===== src/rtl/mem_load_queue_if.sv =====
// Bus bundle for mem_load_queue: EX enqueue, SRAM response, WB retire and ID hazard query.
// A transfer happens only on a cycle where valid && ready are both high; flush and data_ok are single-cycle strobes.
interface mem_load_queue_if #(
    parameter int DEST_W = 5,
    parameter int PC_W   = 32
);
    logic              flush;
    logic              in_valid;
    logic              in_ready;
    logic              in_mem;
    logic              in_load;
    logic [2:0]        in_op;
    logic [1:0]        in_ldb;
    logic [31:0]       in_rt;
    logic              in_we;
    logic [DEST_W-1:0] in_dest;
    logic [31:0]       in_alu;
    logic [PC_W-1:0]   in_pc;
    logic              data_ok;
    logic [31:0]       rdata;
    logic              out_valid;
    logic              out_ready;
    logic              out_we;
    logic [DEST_W-1:0] out_dest;
    logic [31:0]       out_result;
    logic [PC_W-1:0]   out_pc;
    logic [DEST_W-1:0] hz_src;
    logic              hz_hit;
    logic              hz_load;
    logic [31:0]       hz_data;

    modport slave (
        input  flush, in_valid, in_mem, in_load, in_op, in_ldb, in_rt, in_we, in_dest, in_alu, in_pc,
               data_ok, rdata, out_ready, hz_src,
        output in_ready, out_valid, out_we, out_dest, out_result, out_pc, hz_hit, hz_load, hz_data
    );

    modport master (
        output flush, in_valid, in_mem, in_load, in_op, in_ldb, in_rt, in_we, in_dest, in_alu, in_pc,
               data_ok, rdata, out_ready, hz_src,
        input  in_ready, out_valid, out_we, out_dest, out_result, out_pc, hz_hit, hz_load, hz_data
    );
endinterface


===== src/rtl/mem_load_queue.sv =====
// Multi-entry MEM stage: in-order SRAM response matching, load lane extraction, in-order retire to WB.
// Define MEM_LQ_BYPASS_EN to let a response for the head entry retire in the same cycle it arrives.
module mem_load_queue #(
    parameter int DEPTH  = 4,
    parameter int DEST_W = 5,
    parameter int PC_W   = 32,
    parameter int DROP_W = 8
) (
    input  logic                   clk,
    input  logic                   reset,
    mem_load_queue_if.slave        bus,
    output logic [$clog2(DEPTH):0] dbg_count_o,
    output logic [DROP_W-1:0]      dbg_drop_o
);
    localparam int PW = $clog2(DEPTH);
    localparam int CW = PW + 1;

    typedef struct packed {
        logic              valid;
        logic              done;
        logic              mem;
        logic              load;
        logic [2:0]        op;
        logic [1:0]        ldb;
        logic [31:0]       rt;
        logic              we;
        logic [DEST_W-1:0] dest;
        logic [31:0]       alu;
        logic [PC_W-1:0]   pc;
        logic [31:0]       rdata;
    } entry_t;

    entry_t            ent_q [DEPTH];
    logic [PW-1:0]     head_q, tail_q;
    logic [CW-1:0]     count_q;
    logic [DROP_W-1:0] drop_q;

    function automatic logic [31:0] extract(input logic [2:0] op, input logic [1:0] ldb,
                                            input logic [31:0] d, input logic [31:0] rt);
        logic [7:0]  b;
        logic [15:0] h;
        logic [31:0] r;
        case (ldb)
            2'd0:    b = d[7:0];
            2'd1:    b = d[15:8];
            2'd2:    b = d[23:16];
            default: b = d[31:24];
        endcase
        h = ldb[1] ? d[31:16] : d[15:0];
        case (op)
            3'd1: r = {{24{b[7]}}, b};
            3'd2: r = {24'b0, b};
            3'd3: r = {{16{h[15]}}, h};
            3'd4: r = {16'b0, h};
            3'd5: begin
                case (ldb)
                    2'd0:    r = {d[7:0], rt[23:0]};
                    2'd1:    r = {d[15:0], rt[15:0]};
                    2'd2:    r = {d[23:0], rt[7:0]};
                    default: r = d;
                endcase
            end
            3'd6: begin
                case (ldb)
                    2'd0:    r = d;
                    2'd1:    r = {rt[31:24], d[31:8]};
                    2'd2:    r = {rt[31:16], d[31:16]};
                    default: r = {rt[31:8], d[31:24]};
                endcase
            end
            default: r = d;
        endcase
        return r;
    endfunction

    // Oldest unanswered mem entry is the one the next in-order response belongs to.
    logic [PW-1:0]     scan_idx, rsp_ptr;
    logic              rsp_found;
    logic [DROP_W-1:0] n_out;
    always_comb begin
        scan_idx  = head_q;
        rsp_ptr   = head_q;
        rsp_found = 1'b0;
        n_out     = '0;
        for (int i = 0; i < DEPTH; i++) begin
            scan_idx = head_q + PW'(i);
            if (ent_q[scan_idx].valid && ent_q[scan_idx].mem && !ent_q[scan_idx].done) begin
                n_out = n_out + DROP_W'(1);
                if (!rsp_found) begin
                    rsp_found = 1'b1;
                    rsp_ptr   = scan_idx;
                end
            end
        end
    end

    entry_t      head;
    logic        rsp_hit, byp, enq, deq;
    logic [31:0] head_rdata;

    assign head    = ent_q[head_q];
    assign rsp_hit = bus.data_ok && (drop_q == '0) && rsp_found;
`ifdef MEM_LQ_BYPASS_EN
    assign byp = rsp_hit && (rsp_ptr == head_q);
`else
    assign byp = 1'b0;
`endif
    assign head_rdata     = byp ? bus.rdata : head.rdata;
    assign bus.out_valid  = head.valid && (head.done || byp);
    assign bus.in_ready   = (count_q != CW'(DEPTH));
    assign bus.out_we     = bus.out_valid && head.we;
    assign bus.out_dest   = bus.out_valid ? head.dest : '0;
    assign bus.out_pc     = bus.out_valid ? head.pc : '0;
    assign bus.out_result = !bus.out_valid ? 32'h0 :
                            head.load ? extract(head.op, head.ldb, head_rdata, head.rt) : head.alu;
    assign enq            = bus.in_valid && bus.in_ready;
    assign deq            = bus.out_valid && bus.out_ready;
    assign dbg_count_o    = count_q;
    assign dbg_drop_o     = drop_q;

    // Scan oldest to youngest so the last match wins.
    logic [PW-1:0] hz_idx, hz_sel;
    logic          hz_hit, hz_load;
    logic [31:0]   hz_data;
    always_comb begin
        hz_idx  = head_q;
        hz_sel  = head_q;
        hz_hit  = 1'b0;
        hz_load = 1'b0;
        hz_data = '0;
        for (int i = 0; i < DEPTH; i++) begin
            hz_idx = head_q + PW'(i);
            if (ent_q[hz_idx].valid && ent_q[hz_idx].we && ent_q[hz_idx].dest == bus.hz_src &&
                bus.hz_src != '0) begin
                hz_hit = 1'b1;
                hz_sel = hz_idx;
            end
        end
        if (hz_hit) begin
            hz_load = ent_q[hz_sel].load && !ent_q[hz_sel].done;
            hz_data = ent_q[hz_sel].load ?
                      extract(ent_q[hz_sel].op, ent_q[hz_sel].ldb, ent_q[hz_sel].rdata, ent_q[hz_sel].rt) :
                      ent_q[hz_sel].alu;
        end
    end
    assign bus.hz_hit  = hz_hit;
    assign bus.hz_load = hz_load;
    assign bus.hz_data = hz_data;

    entry_t new_ent;
    always_comb begin
        new_ent       = '0;
        new_ent.valid = 1'b1;
        new_ent.done  = !bus.in_mem;
        new_ent.mem   = bus.in_mem;
        new_ent.load  = bus.in_load;
        new_ent.op    = bus.in_op;
        new_ent.ldb   = bus.in_ldb;
        new_ent.rt    = bus.in_rt;
        new_ent.we    = bus.in_we;
        new_ent.dest  = bus.in_dest;
        new_ent.alu   = bus.in_alu;
        new_ent.pc    = bus.in_pc;
    end

    always_ff @(posedge clk) begin
        if (reset) begin
            for (int i = 0; i < DEPTH; i++) ent_q[i] <= '0;
            head_q  <= '0;
            tail_q  <= '0;
            count_q <= '0;
            drop_q  <= '0;
        end else if (bus.flush) begin
            // Every cancelled request still owes one response; a response arriving now pays one off.
            for (int i = 0; i < DEPTH; i++) ent_q[i].valid <= 1'b0;
            head_q  <= tail_q;
            count_q <= '0;
            drop_q  <= drop_q + n_out - DROP_W'(bus.data_ok && (drop_q != '0 || n_out != '0));
        end else begin
            if (bus.data_ok && drop_q != '0) drop_q <= drop_q - DROP_W'(1);
            if (rsp_hit && !(byp && bus.out_ready)) begin
                ent_q[rsp_ptr].rdata <= bus.rdata;
                ent_q[rsp_ptr].done  <= 1'b1;
            end
            if (deq) begin
                ent_q[head_q].valid <= 1'b0;
                head_q              <= head_q + PW'(1);
            end
            if (enq) begin
                ent_q[tail_q] <= new_ent;
                tail_q        <= tail_q + PW'(1);
            end
            count_q <= count_q + CW'(enq) - CW'(deq);
        end
    end
endmodule


===== src/flat_wrapper.sv =====
// flat-port wrapper written by rule: the top's interface ports become plain ports
module mem_load_queue_flat 
#(
    parameter int DEPTH  = 4,
    parameter int DEST_W = 5,
    parameter int PC_W   = 32,
    parameter int DROP_W = 8
)
  (clk, reset, dbg_count_o, dbg_drop_o, bus_flush, bus_in_valid, bus_in_mem, bus_in_load, bus_in_op, bus_in_ldb, bus_in_rt, bus_in_we, bus_in_dest, bus_in_alu, bus_in_pc, bus_data_ok, bus_rdata, bus_out_ready, bus_hz_src, bus_in_ready, bus_out_valid, bus_out_we, bus_out_dest, bus_out_result, bus_out_pc, bus_hz_hit, bus_hz_load, bus_hz_data);
  mem_load_queue_if #(.DEST_W(DEST_W), .PC_W(PC_W)) bus_i ();
  input  logic clk;
  input  logic reset;
  output logic [$clog2(DEPTH):0] dbg_count_o;
  output logic [DROP_W-1:0] dbg_drop_o;
  input wire logic [$bits(bus_i.flush)-1:0] bus_flush;
  input wire logic [$bits(bus_i.in_valid)-1:0] bus_in_valid;
  input wire logic [$bits(bus_i.in_mem)-1:0] bus_in_mem;
  input wire logic [$bits(bus_i.in_load)-1:0] bus_in_load;
  input wire logic [$bits(bus_i.in_op)-1:0] bus_in_op;
  input wire logic [$bits(bus_i.in_ldb)-1:0] bus_in_ldb;
  input wire logic [$bits(bus_i.in_rt)-1:0] bus_in_rt;
  input wire logic [$bits(bus_i.in_we)-1:0] bus_in_we;
  input wire logic [$bits(bus_i.in_dest)-1:0] bus_in_dest;
  input wire logic [$bits(bus_i.in_alu)-1:0] bus_in_alu;
  input wire logic [$bits(bus_i.in_pc)-1:0] bus_in_pc;
  input wire logic [$bits(bus_i.data_ok)-1:0] bus_data_ok;
  input wire logic [$bits(bus_i.rdata)-1:0] bus_rdata;
  input wire logic [$bits(bus_i.out_ready)-1:0] bus_out_ready;
  input wire logic [$bits(bus_i.hz_src)-1:0] bus_hz_src;
  output wire logic [$bits(bus_i.in_ready)-1:0] bus_in_ready;
  output wire logic [$bits(bus_i.out_valid)-1:0] bus_out_valid;
  output wire logic [$bits(bus_i.out_we)-1:0] bus_out_we;
  output wire logic [$bits(bus_i.out_dest)-1:0] bus_out_dest;
  output wire logic [$bits(bus_i.out_result)-1:0] bus_out_result;
  output wire logic [$bits(bus_i.out_pc)-1:0] bus_out_pc;
  output wire logic [$bits(bus_i.hz_hit)-1:0] bus_hz_hit;
  output wire logic [$bits(bus_i.hz_load)-1:0] bus_hz_load;
  output wire logic [$bits(bus_i.hz_data)-1:0] bus_hz_data;
  assign bus_i.flush = bus_flush;
  assign bus_i.in_valid = bus_in_valid;
  assign bus_i.in_mem = bus_in_mem;
  assign bus_i.in_load = bus_in_load;
  assign bus_i.in_op = bus_in_op;
  assign bus_i.in_ldb = bus_in_ldb;
  assign bus_i.in_rt = bus_in_rt;
  assign bus_i.in_we = bus_in_we;
  assign bus_i.in_dest = bus_in_dest;
  assign bus_i.in_alu = bus_in_alu;
  assign bus_i.in_pc = bus_in_pc;
  assign bus_i.data_ok = bus_data_ok;
  assign bus_i.rdata = bus_rdata;
  assign bus_i.out_ready = bus_out_ready;
  assign bus_i.hz_src = bus_hz_src;
  assign bus_in_ready = bus_i.in_ready;
  assign bus_out_valid = bus_i.out_valid;
  assign bus_out_we = bus_i.out_we;
  assign bus_out_dest = bus_i.out_dest;
  assign bus_out_result = bus_i.out_result;
  assign bus_out_pc = bus_i.out_pc;
  assign bus_hz_hit = bus_i.hz_hit;
  assign bus_hz_load = bus_i.hz_load;
  assign bus_hz_data = bus_i.hz_data;
  mem_load_queue #(.DEPTH(DEPTH), .DEST_W(DEST_W), .PC_W(PC_W), .DROP_W(DROP_W)) u_core (.clk(clk), .reset(reset), .bus(bus_i), .dbg_count_o(dbg_count_o), .dbg_drop_o(dbg_drop_o));
endmodule

===== config.mk =====
export PLATFORM = sky130hd
export DESIGN_NAME = mem_load_queue_flat
export DESIGN_NICKNAME = d
export VERILOG_FILES = /design/src/rtl/mem_load_queue_if.sv /design/src/rtl/mem_load_queue.sv /design/src/flat_wrapper.sv
export SDC_FILE = /design/constraint.sdc
export NUM_CORES = 1
export LEC_CHECK = 0
export BUFFER_PORTS_ARGS = -buffer_cell sky130_fd_sc_hd__buf_2
export CORE_UTILIZATION = 56
export DETAILED_ROUTE_END_ITERATION = 8
export PLACE_DENSITY = 0.78
export SLEW_MARGIN = 20
export SYNTH_ARGS = -nofsm -noshare
export SYNTH_HDL_FRONTEND = slang
export SYNTH_SLANG_ARGS = --single-unit

===== constraint.sdc =====
create_clock -name clk -period 5.09 [get_ports clk]
set_input_delay 0.2545 -clock clk [delete_from_list [all_inputs] [get_ports clk]]
set_output_delay 0.2545 -clock clk [all_outputs]
set_load 0.05 [all_outputs]

==> results.ini <==
[timing]
finClkSkew_ns = 0.0408
slew_viol_final = 0
finalCritPeriodShare_pct = 105
tightest_slew_ns = 1.07
relSlewSlack_pct = 28.9
setup_violations = 32
hold_viol = 0
fmax_mhz = 187
rsz0062_at_grt = yes
fin_crit_ns = 5.33
finalWorstSetupSlack_ns = -0.245

[die]
ios = 269
rows = 92
die_w_um = 255
start_util_pct = 56.8
dieHeight_um = 255
dieArea_um2 = 65200
core_um2 = 63200

[synth]
ys_async_sr_fraction_pct = 0
yosysSeqAreaShare_pct = 45.0
syn_inst = 3230
yosysWarningCount = 0
syn-num-nets = 3412
synthFlopType = edfxtp_1
synth_area_leader_cell = edfxtp_1
synth.area.top_cells = edfxtp_1 36%, mux2i_1 11%, mux4_2 10%
yosysTopAreaCellShare_pct = 36.5
ys_types = 76
synth.avg_cell_area_um2 = 11.1
synth_edf_count = 436
syn_area_um2 = 35900
yosys_register_bits = 589

[clock_tree]
clock_sinks = 589
cts_buffer_depth = 3
cts_root_buf = clkbuf_16
insertion_delay_ns = 0.66
cts_tree = built
htreeDepth = 3
clkSlewWorstSetupHoldPaths_ns = 0.06
numCtsBuffers = 67

[grt]
grt.busiest_layer = met2
grtUsageTotal_pct = 38.9
grt_antenna_before_repair = 8
grt_use_met2_pct = 61.7
met3_usage_pct = 7.60
overflow = 0
grt_start_max_net_pins = 139
grt_pass1_vias = 30000
grt_util_met1_pct = 53.2
grt_pass1_wl_um = 188000

[critical_path]
critPathRequiredTime_ns = 4.84
critical_path_class = reg2out
worstSetupEndpointType = output pin
cp.arrival_ns = 5.08
critPathLaunchType = flop
worstPathMaxFanout = 34

[place]
post_dp_cell_area_um2 = 39300
dp_slack_ns = -0.0343
gp_congestion = 0.989
place_inst = 4230
numPortBuffers = 268
hpwl_um = 81900

[drt]
drcViolationCount = 0
routed_via_density = 6.72
drt-initial-drc-count = 3568
first_pass_iters = 6
ant_nets = 0
wire_per_inst_um = 28.3
wirelength_um = 128000
vias = 30500

[status]
violations = setup timing
outcome = complete, but fails checks

[cells_and_area]
layout.cells.non_filler = 4546
syn_to_final_growth_pct = 25.2
fin_area_um2 = 45000
num-nets-final = 3823
drive_above_1_share_pct = 28.0
num-fill-cells = 4277

[flow_run]
max_cap_viol_count = 0

[power_and_ir_drop]
power.leakage_nw = 19.1
ir_drop_v = 0.000301
total_power_mw = 13.4
p_per_area_nw_per_um2 = 298

[worst_hold_path]
min_path_type = in2reg

==> synthesized netlist by cell type, types with 8 or more instances <==
cell      instances
edfxtp_1        436
nor2_1          234
o221ai_1         23
nor3_1           17
o311a_1           8
xor2_1           11
mux2_2           52
mux2i_1         393
buf_4            19
a211oi_1         59
nor2b_1         166
buf_2            43
a21oi_1         186
inv_1            38
nand4_1           8
mux4_2          162
a22oi_1           8
a31oi_1          18
a32oi_1           9
nand2_1         146
o211ai_1         13
a221oi_1         32
o22ai_1          19
and3_1          479
and2_1           10
buf_1            24
o21ai_0          86
buf_6            12
ha_1             28
dfxtp_1         153
clkbuf_1        213
xnor2_1          27
nand3_1          13
==> area by class of cell <==
cell class                 instances  area, um^2  area share (%)
multi-input combinational       2291       19600            43.6
clock inverter                    34         437           0.971
tap                              846        1060            2.35
sequential                       589       16200            35.9
antenna                            5        12.5          0.0278
inverter                          38         145           0.323
clock buffer                      89        1840            4.09
timing repair buffer             654        5710            12.7
==> power breakdown <==
group | total (mW) | switching [mW] | leakage (nW) | internal [mW]
Sequential | 5.48 | 0.126 | 5.75 | 5.35
Combinational | 2.92 | 1.75 | 12.2 | 1.16
Clock | 5.02 | 2.17 | 1.10 | 2.86
==> what timing repair did <==
action / CTS / global route
hold buffers: 141 / 0
setup buffers: 37 / 5
gates resized for setup: 252 / 58
pin swaps: 36 / 17
hold endpoints to repair: 562 / 0
endpoints found under the setup margin: 33 / 44
gates cloned: 7 / 2
==> layer usage <==
metal  up-vias  routed length [um]
met5         -                  39
met4         6                5040
met3       339               13400
met2      2012               60300
met1     15100               49700
li1      13100                   -
==> cells in the final DEF (no fill, tap or decap), types with 21 or more instances in the layout <==
cell type and count:
a211oi_1 44, a21oi_1 166, and3_1 478, buf_12 53, buf_2 223, buf_4 177, buf_6 46, clkbuf_16 69
dfxtp_1 149, dlygate4sd3_1 141, edfxtp_1 436, ha_1 23, inv_1 36, mux2_2 45, mux2i_1 354, mux2i_2 24
mux2i_4 21, mux4_2 162, nand2_1 142, nor2_1 224, nor2b_1 166, o21ai_0 77, xnor2_1 25
==> final timing paths <==
check | startpoint | to | slack (ns) | cells past startpoint
setup / recovery | u_core.head_q[0] | bus_hz_data[30] | -0.24 | 18
hold reg to reg | u_core.tail_q[1] | u_core.tail_q[1] | 0.60 | 2
setup reg to reg | flop | u_core.dbg_drop_o[7] | 0.26 | 21
hold / removal | reset | u_core.dbg_drop_o[1] | 0.06 | 2
==> per-stage QoR <==
step,TNS [ns],hold WS [ns],utilization [%]
after floorplan,-0.0580,0.398,-
after global placement,0,0.529,62.2
after detailed placement,-0.0407,0.548,62.2
after CTS,-3.73,0.0393,70.7
after global routing,-9.38,0.0754,71.2
final,-4.55,0.0593,71.2
==> kinds of logic after synthesis <==
group	count (synthesis)	synth area share (%)
simple gates	1102	16.6
mux	614	23.1
flops	589	45.0
xor+xnor	38	0.927
buf+inv	352	4.37
other cells	1	0.0104
fa+ha+maj	30	1.09
compound gates	504	8.98
==> worst max-delay path: stages, from the launching register on <==
cell and delay, ns:
dfxtp_4 0.38, buf_12 0.22, mux4_2 0.54, a211o_1 0.29, a211oi_2 0.32, nand3_1 0.16
mux2_2 0.32, nand3_4 0.17, buf_6 0.17, buf_12 0.16, buf_12 0.17, mux2i_4 0.33
mux2_4 0.22, nor2_2 0.03, a31oi_1 0.14, buf_4 0.17, a221oi_4 0.07, a211oi_4 0.34
buf_6 0.21
==> flip-flops by register name, summed over array words and instances, names as in the netlist, named ones only <==
register	cells
u_core.tail_q	2
u_core.dbg_count_o	3
u_core.ent_q	572
u_core.head_q	2
u_core.dbg_drop_o	8
No activity file was read; power rests on OpenSTA's default activity.
